--- config.mk ---
export PLATFORM = sky130hd
export DESIGN_NAME = d_write_buffer
export DESIGN_NICKNAME = d
export VERILOG_FILES = /design/src/rtl/d_write_buffer.sv
export SDC_FILE = /design/constraint.sdc
export NUM_CORES = 1
export LEC_CHECK = 0
export BUFFER_PORTS_ARGS = -buffer_cell sky130_fd_sc_hd__buf_2
export CAP_MARGIN = 5
export CORE_MARGIN = 2
export CORE_UTILIZATION = 60
export CTS_BUF_LIST = sky130_fd_sc_hd__clkbuf_4 sky130_fd_sc_hd__clkbuf_8
export CTS_CLUSTER_DIAMETER = 150
export DETAILED_ROUTE_END_ITERATION = 6
export PLACE_DENSITY = 0.93
export SYNTH_ARGS = -nofsm -noshare
export SYNTH_HDL_FRONTEND = slang
export SYNTH_SLANG_ARGS = --single-unit
--- constraint.sdc ---
create_clock -name clk -period 3.4 [get_ports clk]
set_input_delay 0.68 -clock clk [delete_from_list [all_inputs] [get_ports clk]]
set_output_delay 0.68 -clock clk [all_outputs]
set_load 0.1 [all_outputs]
--- src/rtl/d_write_buffer.sv ---
`default_nettype none
// ============================================================================
// Module   : d_write_buffer
// Purpose  : Store-side write buffer for the data cache. Queues word stores
//            from the MEM stage in a circular FIFO and drains them one at a
//            time into data memory, so the pipeline does not wait on memory
//            write latency. Back-pressures the pipeline when full.
// Revision : 1.0 - initial release
// ----------------------------------------------------------------------------
// Ports
//   clk        in   clock, rising edge
//   rst        in   asynchronous reset, active low
//   WE/A/WD    in   store request, byte address (A[1:0] ignored), data
//   LE/LA      in   load valid and load byte address (LA[1:0] ignored)
//   STALL      out  hold the MEM stage this cycle (combinational)
//   FULL/EMPTY out  occupancy flags from the registered count
//   FWD_HIT    out  load satisfied from buffer (combinational)
//   FWD_RD     out  forwarded load data (combinational)
//   MWE/MA/MWD out  registered memory write request, word address, data
//   MREADY     in   one-cycle write-complete pulse from memory
//   FILL_BUSY  in   cache line fill owns memory; no new write may start
// Configuration
//   WB_FORWARD_EN  defined: loads hitting a buffered address are forwarded
//                  the youngest matching data. Undefined: such loads stall
//                  until every matching entry has drained.
// ============================================================================
module d_write_buffer #(
    parameter int DEPTH = 4,
    parameter int DW    = 32,
    parameter int AW    = 32
) (
    input  logic          clk,
    input  logic          rst,
    input  logic          WE,
    input  logic [AW-1:0] A,
    input  logic [DW-1:0] WD,
    input  logic          LE,
    input  logic [AW-1:0] LA,
    output logic          STALL,
    output logic          FULL,
    output logic          EMPTY,
    output logic          FWD_HIT,
    output logic [DW-1:0] FWD_RD,
    output logic          MWE,
    output logic [AW-1:0] MA,
    output logic [DW-1:0] MWD,
    input  logic          MREADY,
    input  logic          FILL_BUSY
);

    localparam int              PW         = $clog2(DEPTH);
    localparam logic [PW:0]     c_FULL_CNT = (PW+1)'(DEPTH);
    localparam logic [PW:0]     c_CNT_ONE  = (PW+1)'(1);
    localparam logic [PW-1:0]   c_PTR_ONE  = PW'(1);

    localparam logic [0:0]      c_IDLE     = 1'b0;
    localparam logic [0:0]      c_WAIT     = 1'b1;

    logic [AW-3:0] r_addr [DEPTH];
    logic [DW-1:0] r_data [DEPTH];
    logic [PW-1:0] r_head;
    logic [PW-1:0] r_tail;
    logic [PW:0]   r_count;
    logic [0:0]    r_state;
    logic          r_mwe;
    logic [AW-1:0] r_ma;
    logic [DW-1:0] r_mwd;

    logic          w_full;
    logic          w_empty;
    logic          w_push;
    logic          w_pop;
    logic          w_hit;
`ifdef WB_FORWARD_EN
    logic [DW-1:0] w_fwd_data;
`endif

    // Byte-offset bits of the word addresses carry no information here.
    logic          w_unused_bits;
    assign w_unused_bits = &{1'b0, A[1:0], LA[1:0]};

    assign w_full  = (r_count == c_FULL_CNT);
    assign w_empty = (r_count == '0);
    // Acceptance looks only at the pre-edge count: a full buffer refuses the
    // store even if the head retires on the same edge.
    assign w_push  = WE && !w_full;
    assign w_pop   = (r_state == c_WAIT) && MREADY;

    assign FULL  = w_full;
    assign EMPTY = w_empty;
    assign MWE   = r_mwe;
    assign MA    = r_ma;
    assign MWD   = r_mwd;

    // Entry storage needs no reset; validity comes from head/count.
    always_ff @(posedge clk) begin
        if (w_push) begin
            r_addr[r_tail] <= A[AW-1:2];
            r_data[r_tail] <= WD;
        end
    end

    always_ff @(posedge clk or negedge rst) begin
        if (!rst) begin
            r_head  <= '0;
            r_tail  <= '0;
            r_count <= '0;
            r_state <= c_IDLE;
            r_mwe   <= 1'b0;
            r_ma    <= '0;
            r_mwd   <= '0;
        end else begin
            if (w_push) begin
                r_tail <= r_tail + c_PTR_ONE;
            end
            if (w_pop) begin
                r_head <= r_head + c_PTR_ONE;
            end
            case ({w_push, w_pop})
                2'b10:   r_count <= r_count + c_CNT_ONE;
                2'b01:   r_count <= r_count - c_CNT_ONE;
                default: r_count <= r_count;
            endcase

            case (r_state)
                c_IDLE: begin
                    // MREADY here belongs to no request and is ignored.
                    if (!w_empty && !FILL_BUSY) begin
                        r_ma    <= {r_addr[r_head], 2'b00};
                        r_mwd   <= r_data[r_head];
                        r_mwe   <= 1'b1;
                        r_state <= c_WAIT;
                    end
                end
                c_WAIT: begin
                    // FILL_BUSY is not consulted: a started write completes.
                    if (MREADY) begin
                        r_mwe   <= 1'b0;
                        r_state <= c_IDLE;
                    end
                end
                default: begin
                    r_mwe   <= 1'b0;
                    r_state <= c_IDLE;
                end
            endcase
        end
    end

    // Scan valid entries oldest to youngest (the in-flight head is still
    // valid until popped); the last match is the youngest store.
    always_comb begin
        w_hit = 1'b0;
`ifdef WB_FORWARD_EN
        w_fwd_data = '0;
`endif
        for (int k = 0; k < DEPTH; k++) begin
            if (LE && ((PW+1)'(k) < r_count) &&
                (r_addr[r_head + PW'(k)] == LA[AW-1:2])) begin
                w_hit = 1'b1;
`ifdef WB_FORWARD_EN
                w_fwd_data = r_data[r_head + PW'(k)];
`endif
            end
        end
    end

`ifdef WB_FORWARD_EN
    assign FWD_HIT = w_hit;
    assign FWD_RD  = w_fwd_data;
    assign STALL   = WE && w_full;
`else
    assign FWD_HIT = 1'b0;
    assign FWD_RD  = '0;
    assign STALL   = (WE && w_full) || w_hit;
`endif

endmodule
`default_nettype wire
==> flow_metrics.py, run 1 <==
metrics = {
    "timing": {
        "min_period_ns": 4.11,
        "slew_headroom_pct": 43.1,
        "clock_skew_ns": 0.0251,
        "worst_pin_slew_ns": 0.853,
        "rsz0062_at_grt": "true",
        "setup_violations": 1,
        "period_share_pct": 121,
        "hold_viol_final": 0,
        "fin_ws_ns": -0.707,
        "report.final.slew_viol_count": 0,
        "fmax_mhz": 243,
    },
    "clock_network": {
        "clkTransAtPathRegs_ns": 0.06,
        "cts.sink_count": 319,
        "cts_hold_buf": 0,
        "cts_root_buf": "clkbuf_8",
        "ctsHtreeMaxLevel": 2,
        "cts_tree": "built",
        "clk_latency_ns": 0.59,
        "cts_made_buffers": 51,
        "clock_tree.buffer_depth": 3,
    },
    "placed_design": {
        "gp_congestion": 0.965,
        "place_worst_setup_slack_ns": -0.146,
        "portBuffers": 163,
        "place_inst": 1525,
        "hpwl_um": 29200,
    },
    "critical_path": {
        "reg2regPathDepth": 6,
        "cp_slowest_stage_delay_ns": 0.50,
        "crit_path_start_kind": "register",
        "critPathMaxFanout": 6,
        "path_class": "reg2out",
        "crit_path_end_kind": "output pin",
        "path_cells": "buf_12 -> buf_4 -> mux2_2 -> a22oi_1 -> o21ai_0 -> a2111oi_1 -> nand4_1 -> o311ai_4 -> buf_12",
        "critical-path-slowest-cell": "dfrtp_4",
        "critPathRequiredTime_ns": 2.72,
        "cpMostUsedCell": "buf_12",
        "arrival_ns": 3.43,
    },
    "route": {
        "drtAntennaViolNets": 0,
        "vias": 10000,
        "wl_met3_um": 3370,
        "first_pass_iters": 5,
        "viasPerCell": 6.14,
        "avgRoutedWirePerCell_um": 25.3,
        "drt-total-wl_um": 41300,
        "maxUsedRoutingLayer": "met5",
        "dr_wl_met2_um": 21100,
        "wl_met1_um": 15800,
        "route.detailed.drc": 0,
        "drtIter0Drc": 999,
    },
    "flow_run": {
        "cap_violations": 0,
    },
    "layout": {
        "fin_cells": 1631,
        "fillers": 1613,
        "drive_gt1_share_pct": 42.2,
        "most-common-layout-cells": "edfxtp_1 (248), buf_2 (161), mux2i_1 (103)",
        "num-nets-final": 1363,
        "syn2layout_area_growth_pct": 19.1,
        "final_common_cell": "edfxtp_1",
    },
    "global_route": {
        "grt_pass1_wl_um": 62400,
        "track_usage_pct": 29.9,
        "grt_pass1_vias": 10500,
        "grt_start_max_net_pins": 54,
        "gr-total-overflow": 0,
        "antenna_found_initial": 3,
    },
    "synthesis": {
        "synth_edf_count": 248,
        "yosys.cell_types.count": 57,
        "synthArstFlopShare_pct": 22.3,
        "avgSynthCellArea_um2": 16.1,
        "synth.cell_area_um2": 15800,
        "ys_ff_latch": 319,
        "synthFlopType": "edfxtp_1",
        "yosysWarnings": 0,
        "yosysSeqAreaShare_pct": 58.2,
        "syn_inst": 985,
    },
    "floorplan": {
        "ios": 203,
        "initial_core_util_pct": 60.9,
        "design.die.area_um2": 27700,
        "fp-row-count": 59,
        "die_h_um": 166,
        "core_area_um2": 26000,
        "die_w_um": 166,
    },
    "pwr": {
        "p_per_area_nw_per_um2": 1100,
        "ir_worst_vdd_uv": 905,
        "p_leak_nw": 7.33,
        "p_total_mw": 20.8,
    },
    "outcome": {
        "violations": "negative setup slack",
        "outcome": "complete, but fails checks",
    },
    "min_path": {
        "hold_path.class": "in2async",
    },
}
==> power breakdown <==
group	internal (mW)	switching, mW	total [mW]
clock network	2.34	1.61	3.95
registers	5.34	0.529	5.87
logic	3.85	7.09	10.9
total	11.5	9.23	20.8
==> through the flow <==
stage               area (µm²)  setup TNS, ns  util (%)  hold slack [ns]
CTS                      18800         -0.660      72.4            0.209
finish                   18900         -0.707      72.6            0.176
global placement         17400        -0.0983      67.1            0.462
global route             18900         -0.775      72.6            0.238
detailed placement       17400         -0.146      67.1            0.471
floorplan                16000        -0.0847         -            0.384
==> critical path: cells and delay by family (launching register included) <==
family          cells  cell delay [ns]
flops               1             0.50
buf+inv             3             0.50
simple gates        1             0.23
compound gates      4             1.30
mux                 1             0.31
==> final timing paths <==
check / startpoint / slack (ns) / to
max in group asynchronous: rst / 2.53 / r_head[1]
setup reg to reg: r_count[0] / 0.62 / r_addr[2][29]
min in group clk: MREADY / 0.29 / r_state
hold / removal: rst / 0.18 / MA[4]
setup / recovery: r_head[1] / -0.71 / STALL
hold reg to reg: MWE / 0.48 / MWE
==> synthesized netlist by cell type (12+ instances only) <==
master | n | area share (%)
o22ai_1 | 13 | 0.51
xnor2_1 | 61 | 3.4
inv_1 | 13 | 0.31
mux2_2 | 72 | 5.1
dfrtp_1 | 71 | 11
buf_2 | 14 | 0.44
mux2i_1 | 107 | 6.8
nor4_1 | 15 | 0.59
a21oi_1 | 19 | 0.60
xor2_1 | 45 | 2.5
nor2_1 | 12 | 0.28
nand2_1 | 14 | 0.33
clkbuf_1 | 19 | 0.45
buf_4 | 45 | 2.1
o21ai_0 | 15 | 0.47
edfxtp_1 | 248 | 47
mux4_2 | 78 | 11
==> area by class of cell <==
cell class,count,area [µm²],share of cell area [%]
clock buffers,57,785,4.16
multi-input cells,587,6070,32.2
diodes,2,5.00,0.0265
well taps,335,419,2.22
clock inverters,38,463,2.45
repair buffers,278,1840,9.73
flip-flops and latches,319,9230,48.9
inverters,15,56.3,0.298
==> sequential cells by signal, indices dropped and copies added (netlist names), 2 cells and up <==
register  cells
r_addr      120
r_count       3
r_head        2
r_tail        2
MWD          32
r_data      128
MA           30
==> per-layer routing <==
metal | vias to the layer above | global-route usage, %
li1 | 4331 | -
met1 | 5064 | 38.2
met2 | 531 | 51.3
met3 | 83 | 6.70
met4 | 2 | 9.75
met5 | - | 0
==> kinds of logic after synthesis <==
family	after synthesis	synth area share, %
flip-flops	319	58.2
multiplexers	260	23.3
buffers and inverters	113	4.80
XOR/XNOR	106	5.86
AO/OA/AOI/OAI	94	4.08
AND/OR/NAND/NOR	83	2.97
adder cells (fa/ha/maj)	9	0.711
other	1	0.0237
==> what timing repair did <==
action                     4_1_cts  5_1_grt
setup endpoints to repair        1        1
buffers inserted                 9        0
pin swaps                        8        1
gates resized for setup          8       10
Note: power is estimated with default switching activity, not from simulation.
==> inputs of run 2 (changes only) <==
Settings changed: BUFFER_PORTS_ARGS -buffer_cell sky130_fd_sc_hd__buf_2 to -buffer_cell sky130_fd_sc_hd__buf_4, CORE_MARGIN 2 to 1.5, CORE_UTILIZATION 60 to 50, PLACE_DENSITY 0.93 to 0.81.
==> flow_metrics.py, run 2 (synthesized netlist as in run 1, its figures left out) <==
metrics = {
    "global_route": {
        "antenna_found_initial": 0,
        "grt_pass1_vias": 10200,
        "gr-total-overflow": 0,
        "grt_start_max_net_pins": 50,
        "track_usage_pct": 24.9,
        "grt_pass1_wl_um": 60800,
    },
    "clock_network": {
        "clock_tree.buffer_depth": 3,
        "ctsHtreeMaxLevel": 2,
        "cts_hold_buf": 0,
        "clk_latency_ns": 0.60,
        "cts.sink_count": 319,
        "cts_made_buffers": 52,
        "cts_root_buf": "clkbuf_8",
        "cts_tree": "built",
        "clkTransAtPathRegs_ns": 0.06,
    },
    "critical_path": {
        "path_class": "reg2out",
        "crit_path_start_kind": "register",
        "cp-startpoint": "r_head[0]",
        "reg2reg_from": "r_count[0]",
        "reg2regPathDepth": 6,
        "critPathMaxFanout": 5,
        "critPathRequiredTime_ns": 2.72,
        "crit_path_end_kind": "output pin",
        "arrival_ns": 3.34,
    },
    "floorplan": {
        "initial_core_util_pct": 51.2,
        "die_h_um": 181,
        "die_w_um": 181,
        "design.die.area_um2": 32800,
        "fp-row-count": 64,
        "core_area_um2": 30900,
        "ios": 203,
    },
    "timing": {
        "rsz0062_at_grt": "true",
        "report.final.slew_viol_count": 0,
        "fmax_mhz": 249,
        "setup_violations": 1,
        "slew_headroom_pct": 47.5,
        "totalNegativeSetupSlack_ns": -0.619,
        "hold_viol_final": 0,
        "min_period_ns": 4.02,
        "worst_pin_slew_ns": 0.786,
        "fin_ws_ns": -0.619,
        "period_share_pct": 118,
        "clock_skew_ns": 0.0191,
    },
    "placed_design": {
        "place_worst_setup_slack_ns": -0.290,
        "gp_congestion": 0.949,
        "portBuffers": 163,
        "hpwl_um": 29000,
        "place_area_um2": 18300,
    },
    "route": {
        "drtIter0Drc": 720,
        "drtAntennaViolNets": 0,
        "viasPerCell": 5.73,
        "route.detailed.drc": 0,
        "drt-total-wl_um": 40600,
        "avgRoutedWirePerCell_um": 23.5,
        "first_pass_iters": 5,
        "vias": 9908,
    },
    "layout": {
        "num-nets-final": 1400,
        "syn2layout_area_growth_pct": 23.8,
        "most-common-layout-cells": "buf_4 (291), edfxtp_1 (248), mux2i_1 (100)",
        "max_flop_register": "r_data",
        "final_util_pct": 63.4,
        "largest_reg_flops": 128,
        "diodes": 0,
        "fin_area_um2": 19600,
        "final_common_cell": "buf_4",
        "drive_gt1_share_pct": 44.2,
        "fillers": 2268,
    },
    "outcome": {
        "violations": "negative setup slack",
        "outcome": "complete, but fails checks",
    },
    "min_path": {
        "hold_path.class": "in2async",
    },
    "flow_run": {
        "cap_violations": 0,
    },
    "pwr": {
        "p_leak_nw": 7.60,
        "ir_worst_vdd_uv": 678,
        "p_per_area_nw_per_um2": 1070,
    },
}
[run 2: through the flow]
step / power [mW] / instances / hold WS, ns
finish: 20.9 / 1728 / 0.129
global route: 21.8 / 1728 / 0.175
CTS: 20.8 / 1718 / 0.133
detailed placement: 17.2 / 1621 / 0.472
global placement: 17.0 / 1621 / 0.467
floorplan: 13.9 / 1019 / 0.384
[run 2: cell type report]
type / count / area (µm²) / share of cell area, %
timing repair buffer: 314 / 2600 / 13.3
multi-input combinational: 587 / 6100 / 31.1
inverter: 15 / 57.6 / 0.294
sequential: 319 / 9230 / 47.1
tap: 396 / 495 / 2.53
clock buffer: 79 / 962 / 4.91
clock inverter: 18 / 154 / 0.785
[run 2: where the power goes]
part / leakage (nW) / switching [mW] / internal [mW]
clock: 0.597 / 1.54 / 1.97
sequential: 3.10 / 0.531 / 5.34
combinational: 3.90 / 7.12 / 4.44
total: 7.60 / 9.19 / 11.7
[run 2: per-layer routing]
metal  vias to the layer above  wire (µm)  track usage (%)
met5                         -          0                0
met4                         0       1200             7.93
li1                       4410          -                -
met2                       390      19600             41.0
met3                        72       3160             6.15
met1                      5036      16700             32.6
[run 2: critical path, cell delays in order (launching register included)]
cell and delay [ns]:
dfrtp_4 0.50, buf_12 0.14, mux4_2 0.53, xor2_1 0.19
nor4_1 0.29, buf_4 0.18, nand4_1 0.20, nor4_2 0.30
a21oi_2 0.08, o311ai_4 0.12, buf_12 0.22
[run 2: worst paths after layout]
| path | endpoint | slack (ns) |
|---|---|---|
| hold reg to reg | MWE | 0.49 |
| max in group asynchronous | r_count[0] | 2.55 |
| setup reg to reg | r_data[2][30] | 0.73 |
| hold / removal | MA[31] | 0.13 |
| setup / recovery | STALL | -0.62 |
| min in group clk | r_data[1][0] | 0.28 |
[run 2: timing repair]
| item | CTS | global route |
|---|---|---|
| pin swaps | 2 | 4 |
| setup buffers | 0 | 9 |
| gates resized for setup | 18 | 15 |
| setup endpoints to repair | 1 | 1 |
| gates cloned | 0 | 1 |
